===== config.mk =====
export PLATFORM = sky130hd
export DESIGN_NAME = sprite_anim_rom
export DESIGN_NICKNAME = d
export VERILOG_FILES = /design/src/rtl/sprite_anim_rom.sv
export SDC_FILE = /design/constraint.sdc
export NUM_CORES = 1
export LEC_CHECK = 0
export CAP_MARGIN = 30
export CORE_MARGIN = 1.5
export CORE_UTILIZATION = 55
export CTS_CLUSTER_SIZE = 12
export DETAILED_ROUTE_END_ITERATION = 16
export PLACE_DENSITY = 0.71
export RECOVER_POWER = 100
export SLEW_MARGIN = 20
export SYNTH_ARGS = -nofsm -noshare
export SYNTH_HDL_FRONTEND = slang
export SYNTH_SLANG_ARGS = --single-unit

===== constraint.sdc =====
create_clock -name clk -period 3.4 [get_ports clk]
set_clock_uncertainty 0.1 [all_clocks]
set_input_delay 0.68 -clock clk [delete_from_list [all_inputs] [get_ports clk]]
set_output_delay 0.68 -clock clk [all_outputs]
set_load 0.01 [all_outputs]

===== src/rtl/sprite_anim_rom.sv =====
// Animated indexed-colour sprite source: frame ROM -> run-time RGB888 palette, 2-stage pipeline.
// The sprite image is a built-in constant pattern; the palette is loaded at run time through pal_we.
module sprite_anim_rom #(
    parameter int unsigned XBITS      = 6,
    parameter int unsigned YBITS      = 6,
    parameter int unsigned BPP        = 4,
    parameter int unsigned FBITS      = 2,
    parameter int unsigned ANIM_DIV   = 8,
    parameter int unsigned TRANSP_IDX = 0
) (
    input  logic             clk,
    input  logic             rst_n,
    input  logic             req,
    input  logic [XBITS-1:0] x,
    input  logic [YBITS-1:0] y,
    input  logic             frame_sync,
    input  logic             anim_en,
    input  logic             frame_set_we,
    input  logic [FBITS-1:0] frame_set,
    input  logic             pal_we,
    input  logic [BPP-1:0]   pal_idx,
    input  logic [23:0]      pal_data,
    output logic             pix_valid,
    output logic [23:0]      pix_rgb,
    output logic             pix_transp,
    output logic [FBITS-1:0] frame_num
);

    localparam int unsigned NPAL  = 2 ** BPP;
    localparam int unsigned DBITS = (ANIM_DIV > 1) ? $clog2(ANIM_DIV) : 1;

    logic [23:0]      r_pal [NPAL];
    logic             r_v1;
    logic [BPP-1:0]   r_idx;
    logic             r_pix_valid;
    logic [23:0]      r_pix_rgb;
    logic             r_pix_transp;
    logic [FBITS-1:0] r_frame;
    logic [DBITS-1:0] r_div;

    logic [BPP-1:0]   w_rom_idx;
    logic [23:0]      w_pal_rd;

    // Sprite image contents as a function of the {frame, y, x} address.
    function automatic logic [BPP-1:0] rom_word(input logic [FBITS-1:0] f,
                                                input logic [YBITS-1:0] yy,
                                                input logic [XBITS-1:0] xx);
        logic [31:0] s;
        s = 32'(xx) + 32'd3 * 32'(yy) + 32'd5 * 32'(f);
        return s[BPP-1:0];
    endfunction

    assign w_rom_idx = rom_word(r_frame, y, x);
    assign w_pal_rd  = r_pal[r_idx];

    always_ff @(posedge clk) begin
        if (pal_we) begin
            r_pal[pal_idx] <= pal_data;
        end
    end

    always_ff @(posedge clk or negedge rst_n) begin
        if (!rst_n) begin
            r_v1         <= 1'b0;
            r_idx        <= '0;
            r_pix_valid  <= 1'b0;
            r_pix_rgb    <= '0;
            r_pix_transp <= 1'b0;
            r_frame      <= '0;
            r_div        <= '0;
        end else begin
            r_v1 <= req;
            if (req) begin
                r_idx <= w_rom_idx;
            end

            r_pix_valid <= r_v1;
            if (r_v1) begin
                r_pix_rgb    <= w_pal_rd;
                r_pix_transp <= (r_idx == BPP'(TRANSP_IDX));
            end

            // A forced frame load wins over an animation step in the same cycle.
            if (frame_set_we) begin
                r_frame <= frame_set;
                r_div   <= '0;
            end else if (anim_en && frame_sync) begin
                if (r_div == DBITS'(ANIM_DIV - 1)) begin
                    r_div   <= '0;
                    r_frame <= r_frame + 1'b1;
                end else begin
                    r_div <= r_div + 1'b1;
                end
            end
        end
    end

    assign pix_valid  = r_pix_valid;
    assign pix_rgb    = r_pix_rgb;
    assign pix_transp = r_pix_transp;
    assign frame_num  = r_frame;

endmodule


-- Word level (Yosys, flattened, before mapping)
Memory sizes are Yosys's and may differ from the RTL's. A register that Yosys moved wholly into a read port is not among the register bits.
Index checks and enable logic that the tools add are counted.
- memories kept: 1
- bits in read-only memories: 0
- bits of input ports: 49
- bits in writable memories: 384
- latch bits: 0
- register bits after elaboration: 12
- output and inout bits: 28
- word-level logic and storage cells: 28
- memory list (memory ; words ; bits a word ; read ports ; clocked after memory_dff ; wr ports ; line ; text):
    r_pal ; 16 ; 24 ; 1 ; 1 ; 1 ; 32 ; logic [23:0] r_pal [NPAL];
- div/mod/pow operators: 0
- reduce and logical (&&, ||, !) cells: 6
- multiplexer cells: 8
- equal/unequal tests: 1
- order comparisons: 0
- bitwise gates (word level): 0
- add/subtract/negate cells: 4
- $mul: 2
- shift-type cells: 0
- operators with widths (kind ; count):
    $mux W3 ; 3
    $add A4 B4 Y4 ; 2
    $mul A2 B6 Y4 const A ; 1
    $mux W2 ; 3
    $logic_not A4 Y1 ; 1
    $mul A3 B2 Y4 const A ; 1
    $reduce_bool A2 Y1 ; 2
    $add A3 B1 Y3 const B ; 1
    $eq A3 B3 Y1 const B ; 1
    $add A2 B1 Y2 const B ; 1
    $mux W1 ; 2
    $reduce_and A2 Y1 ; 1
    $logic_and A1 B1 Y1 ; 1
    $logic_not A1 Y1 ; 1

-- Longest topological paths before layout
Gate-level depths: netlist of the first run.
- depth in word-level cells: 4
- depth in mapped cells: 8
- depth with buffers taken out: 8

-- Worst setup path after synthesis of the first run
Ideal clock, no wire load.
- path kind: input to register
- start point: input port pal_idx[2]
- end point: memory r_pal[0][0] (enable)
- cell stages on the path: 2
- required time: 2.865 ns
- library setup time: 0.435 ns
- data arrival time: 2.788 ns
- buffers on the path: 0
- setup slack: 0.077 ns
- path through: or3b_1 > nor3_1
- RTL lines (what ; line ; text):
    start: declaration ; 21 ; input logic [BPP-1:0] pal_idx,
    end: declaration ; 32 ;
Straight into the memory's write port.

-- Worst setup path in the final report of the first run
- start point: input port y[0]
- end point: register r_idx[3]
- word-level cells in the longest chain between the ends: 3
- ends and longest elaborated chain (what ; line ; text):
    start: declaration ; 15 ; input logic [YBITS-1:0] y,
    $mul A2 B6 Y4 ; 49 ; s = 32'(xx) + 32'd3 * 32'(yy) + 32'd5 * 32'(f);
    $add A4 B4 Y4 (2 in a row) ; 49 ;
    end signal: assignment ; 74 ; r_idx <= w_rom_idx;
    end: declaration ; 34 ; logic [BPP-1:0] r_idx;
Every way passes these cells.
A chain may end at the register's enable or synchronous reset.

==> flow_summary.json, run 1 <==
{
  "clk_pin_slew_ps": 60,
  "fin_nets": 1001,
  "finalSetupViolations": 0,
  "arrival_ps": 3360,
  "power_density_mw_per_mm2": 694,
  "syn_area_per_cell_um2": 19.6,
  "drv_slew": 177,
  "max_slew.worst_pin.slew_ps": 1860,
  "violations": "capacitance limit, slew limit",
  "grt_pass1_vias": 8204,
  "fin_crit_sh_pct": 90.3,
  "ios": 77,
  "yosysMostFrequentCell": "edfxtp_1",
  "cts_max_path_buffers": 3,
  "fp.dieH_um": 175,
  "vias": 8019,
  "num_antenna_cells": 0,
  "p_sw_mw": 3.37,
  "synth_edf_count": 384,
  "path_max_fanout": 2,
  "combPwrFrac_pct": 19.6,
  "dr.pass1.iters": 5,
  "synth_flop_cell": "edfxtp_1",
  "yosysSeqAreaShare_pct": 76.5,
  "start_kind": "primary input",
  "swShare_pct": 25.9,
  "peakVddDrop_uv": 444,
  "power_leakage_nw": 6.41,
  "regArea_mm2": 0.0124,
  "synthCells": 829,
  "netlist_area_mm2": 0.0162,
  "area_growth_pct": 15.5,
  "max_freq_mhz": 326,
  "gp_congestion": 0.758,
  "cts.sinks": 420,
  "wirelength_mm": 32.2,
  "async_reset_ff_share_pct": 8.57,
  "cts_tree": "done",
  "drtIter0Drc": 756,
  "root_buffer": "clkbuf_16",
  "hp-class": "reg2reg",
  "overflow": 0,
  "drtAntennaViolNets": 0,
  "finalSetupTns_ps": 0,
  "routed.top_layer": "met4",
  "numCtsBuffers": 43,
  "end_kind": "flip-flop",
  "fillCellCount": 1983,
  "grt_max_degree": 56,
  "place_hpwl_mm": 18.0,
  "fin_area_mm2": 0.0188,
  "crit_required_ps": 3690,
  "netlist_top_cells_area": "edfxtp_1, mux4_2, mux2i_1, dfrtp_1, o221ai_1",
  "synthesis.nets": 889,
  "p_clk_share_pct": 33.3,
  "wl_met2_mm": 15.9,
  "die_area_mm2": 0.0306,
  "post-route-drc-count": 0,
  "p_seq_share_pct": 47.2,
  "synth_cell_types": 34,
  "insertion_delay_ps": 520,
  "p_int_mw": 9.65,
  "status": "finished, violations left",
  "finalHoldViolations": 0,
  "cts_hold_buf": 0,
  "synth_top_area_cell": "edfxtp_1",
  "met3_length_mm": 1.69,
  "post_cts_buffers": 0,
  "antenna_found_initial": 0,
  "cts_resized": 0,
  "ys_seq_elements": 420,
  "avgRoutedWirePerCell_um": 23.7,
  "rsz0062_at_grt": "false",
  "vias_per_cell": 5.91,
  "synth_top_area_share_pct": 71.0,
  "wl_met1_mm": 14.2,
  "synth_warnings": 0,
  "core-area_mm2": 0.0289,
  "multi_input_area_mm2": 0.00353,
  "io_buffers": 72,
  "cap_violations": 7,
  "relSlewSlack_pct": -24.3,
  "grt_pass1_wl_mm": 49.2,
  "synth.top_cells.by_count": "edfxtp_1, mux2i_1, mux4_2",
  "fin_crit_ps": 3070,
  "htreeDepth": 2,
  "track_usage_pct": 21.6,
  "die_w_um": 175,
  "drive_gt1_share_pct": 14.5,
  "initial_core_util_pct": 56.3,
  "path_class": "in2reg",
  "place_area_mm2": 0.0176,
  "row_count": 62
}
critical path, stage by stage:
cell and delay, ps:
clkdlybuf4s50_1 450, fa_1 580, fa_1 430, ha_1 210, fa_1 430, xnor2_1 200, xnor2_1 160, xnor2_1 140
a21oi_1 80
kinds of logic after synthesis:
group                      Yosys count  synth area share, %
DFF                                420                 76.5
buffers and inverters               64                 1.90
muxes                              163                 14.4
AOI/OAI and AO/OA                   77                 3.28
xor gates and xnor gates             9                0.485
adders and majority gates           11                 1.03
and+or+nand+nor                     85                 2.40
through the flow:
stage / setup slack (ps) / power [mW] / hold WS [ps] / instances / util [%]
2_1_floorplan: 77.0 / 7.90 / 252 / 829 / -
3_3_place_gp: -192 / 8.86 / 415 / 1280 / 60.9
3_5_place_dp: -176 / 8.90 / 415 / 1280 / 60.9
4_1_cts: 335 / 13.2 / 93.9 / 1358 / 65.4
5_1_grt: 184 / 13.5 / 484 / 1358 / 65.0
6_report: 329 / 13.0 / 436 / 1358 / 65.0
state kept, by name (all words and copies together), names as in the netlist:
name / count
r_pal: 384
pix_rgb: 24
r_idx: 4
r_div: 3
frame_num: 2
pix_transp: 1
pix_valid: 1
r_v1: 1
cell usage in the layout, fill, tap and decap left out, drive strengths merged, types with 5 or more instances in the layout:
| cell | count |
|---|---|
| edfxtp | 384 |
| mux2i | 104 |
| clkbuf | 99 |
| mux4 | 56 |
| dlygate4sd3 | 56 |
| dfrtp | 36 |
| nand2 | 29 |
| a21oi | 26 |
| inv | 25 |
| nand3 | 23 |
| o221ai | 22 |
| a22oi | 18 |
| nor2 | 17 |
| clkdlybuf4s50 | 15 |
| buf | 11 |
| xnor2 | 7 |
| ha | 7 |
| o21ai | 5 |
| nor3 | 5 |
routing by layer:
layer	GRT usage (%)	vias up
met5	0	-
li1	-	3562
met2	35.3	237
met3	3.61	35
met4	4.70	0
met1	31.2	4185
cell type report:
type,instances,share of cell area (%)
clock inverters,4,0.127
well taps,384,2.56
repair buffers,107,4.97
multi-input cells,345,18.8
clock buffers,74,6.79
flip-flops and latches,420,66.3
inverters,24,0.480
final timing paths:
kind                            depth (start not counted)                       to              startpoint  slack (ps)
worst min register to register                          2   pix_transp$_DFFE_PN0P_  pix_transp$_DFFE_PN0P_         440
worst max register to register                          4   pix_rgb[8]$_DFFE_PN0P_          r_v1$_DFF_PN0_         490
worst min-delay path                                    2   pix_transp$_DFFE_PN0P_  pix_transp$_DFFE_PN0P_         440
max in group asynchronous                               2     r_div[1]$_DFFE_PN0P_                   rst_n        1210
worst max-delay path                                    9     r_idx[3]$_DFFE_PN0P_                    y[0]         330
min in group asynchronous                               1  pix_rgb[20]$_DFFE_PN0P_                   rst_n         460
power by group through the flow:
stage	clock network, mW	registers, mW	logic, mW
6_report	4.33	6.14	2.55
2_1_floorplan	0	6.19	1.71
5_1_grt	4.61	6.17	2.77
3_3_place_gp	0	6.25	2.61
4_1_cts	4.40	6.15	2.67
3_5_place_dp	0	6.25	2.65
(Power assumes the default switching activity.)
==> inputs of run 2 (changes only) <==
- TNS_END_PERCENT: default -> 100
==> results of run 2 <==
No change in the layout: final DEF, timing and power equal those of run 1.
==> inputs of run 3 (changes only) <==
- CTS_CLUSTER_SIZE: 12 -> 20
==> run 3 against run 2 <==
Compared with the run above:
- sequential share of layout area is 0.19 points lower
- fmax hardly changed
- utilization is 0.19 points higher
- worst setup slack better by 1.1 ps
- critical path type unchanged
- cell area is 0.29% higher
- the run still ends with capacitance limit, slew limit left
==> flow_summary.json, run 3 (same netlist as run 1, synthesis figures left out) <==
{
  "drv_slew": 202,
  "max_slew.worst_pin.slew_ps": 1840,
  "numCtsBuffers": 42,
  "path_max_fanout": 2,
  "violations": "capacitance limit, slew limit",
  "crit_required_ps": 3690,
  "cap_violations": 8,
  "holdPathEnd": "pix_transp$_DFFE_PN0P_",
  "dp_cells": 1280,
  "fp.dieH_um": 175,
  "cts_hold_buf": 0,
  "status": "finished, violations left",
  "end_kind": "flip-flop",
  "timing.hold.ws_ps": 436,
  "regMostFlops": "r_pal",
  "cpMaxStageDelayCell": "fa_1",
  "fin_util_pct": 65.2,
  "avgRoutedWirePerCell_um": 23.5,
  "drtAntennaViolNets": 0,
  "stdcell_count": 1358,
  "core-area_mm2": 0.0289,
  "final_cell_mix": "edfxtp_1, mux2i_1, mux4_2, dlygate4sd3_1, clkbuf_16",
  "drive_gt1_share_pct": 15.4,
  "fillCellCount": 1968,
  "largest_reg_flops": 384,
  "grt_pass1_wl_mm": 48.8,
  "regToRegEndpoint": "pix_rgb[3]$_DFFE_PN0P_",
  "final_common_cell": "edfxtp_1",
  "fin_crit_ps": 3070,
  "num_antenna_cells": 0,
  "hp-start": "pix_transp$_DFFE_PN0P_",
  "max_stage_delay_ps": 580,
  "arrival_ps": 3360,
  "power_leakage_nw": 6.44,
  "cts.sinks": 420,
  "cts_tree": "done",
  "finalSetupTns_ps": 0,
  "relSlewSlack_pct": -22.9,
  "place_hpwl_mm": 18.0,
  "r2r-start": "r_v1$_DFF_PN0_",
  "ios": 77,
  "cts_max_path_buffers": 3,
  "place_area_mm2": 0.0176,
  "root_buffer": "clkbuf_16",
  "initial_core_util_pct": 56.3,
  "dr.pass1.iters": 5,
  "peakVddDrop_uv": 457,
  "grt_max_degree": 56,
  "fin_crit_sh_pct": 90.3,
  "die_w_um": 175,
  "post-route-drc-count": 0,
  "die_area_mm2": 0.0306,
  "overflow": 0,
  "row_count": 62,
  "whs_path_depth": 2,
  "post_cts_buffers": 0,
  "htreeDepth": 2,
  "vias_per_cell": 5.96,
  "path_class": "in2reg",
  "drtIter0Drc": 812,
  "area_growth_pct": 15.9,
  "rrSetupSlack_ps": 470,
  "insertion_delay_ps": 530,
  "hp-class": "reg2reg",
  "max_freq_mhz": 326,
  "wirelength_mm": 31.9,
  "io_buffers": 72,
  "start_kind": "primary input",
  "finalSetupViolations": 0,
  "power_density_mw_per_mm2": 698,
  "r2r_cells": 4,
  "track_usage_pct": 21.4,
  "fin_area_mm2": 0.0188,
  "gp_congestion": 0.758,
  "grt_pass1_vias": 8179,
  "clk_pin_slew_ps": 60,
  "fin_nets": 1000,
  "vias": 8090,
  "finalHoldViolations": 0,
  "cts_resized": 0,
  "path_cells": "clkdlybuf4s50_1, fa_1, fa_1, ha_1, fa_1, xnor2_1, xnor2_1, xnor2_1, a21oi_1",
  "rsz0062_at_grt": "false",
  "antenna_found_initial": 0
}
[run 3: changes by cell type in the layout (fill, tap and decap cells not counted), sizes merged]
cell      delta
clkbuf      -12
inv          -1
clkinvlp     +3
clkinv       +8
bufinv       +2
[run 3: stage by stage]
| stage | total power [mW] | worst slack [ps] |
|---|---|---|
| 6_report | 13.1 | 330 |
| 5_1_grt | 13.7 | 186 |
| 4_1_cts | 13.4 | 336 |
| 3_5_place_dp | 8.90 | -176 |
| 3_3_place_gp | 8.86 | -192 |
| 2_1_floorplan | 7.90 | 77.0 |
[run 3: area by class of cell]
cell class | count | area (um^2) | share of cell area (%)
Clock inverter | 16 | 134 | 0.711
Inverter | 24 | 90.1 | 0.479
Multi-Input combinational cell | 345 | 3530 | 18.8
Sequential cell | 420 | 12400 | 66.1
Clock buffer | 62 | 1220 | 6.48
Timing Repair Buffer | 107 | 932 | 4.95
Tap cell | 384 | 480 | 2.55
[run 3: critical path: cells and delay by family]
| family | cells | cell delay (ps) |
|---|---|---|
| AO/OA/AOI/OAI | 1 | 80 |
| XOR/XNOR | 3 | 500 |
| adder cells (fa/ha/maj) | 4 | 1650 |
| buffers and inverters | 1 | 450 |
[run 3: layer usage]
layer	routed length (um)	up-vias	track usage [%]
li1	-	3563	-
met3	1580	47	3.11
met5	0	-	0
met2	15500	226	34.9
met4	490	0	4.74
met1	14400	4254	31.3
[run 3: how the worst max path moves through the flow]
stage / from / end / slack [ps]
after floorplan: pal_idx[2] / r_pal[0][0]$_DFFE_PP_ / 80
after global placement: y[0] / r_idx[3]$_DFFE_PN0P_ / -190
after detailed placement: y[0] / r_idx[3]$_DFFE_PN0P_ / -180
after CTS: y[0] / r_idx[3]$_DFFE_PN0P_ / 340
after global routing: y[0] / r_idx[3]$_DFFE_PN0P_ / 190
final: y[0] / r_idx[3]$_DFFE_PN0P_ / 330
[run 3: power by group]
part	leakage [nW]	internal, mW	switching, mW	total, mW
sequential	3.91	5.91	0.220	6.14
combinational	1.88	1.20	1.35	2.55
clock	0.657	2.64	1.82	4.46
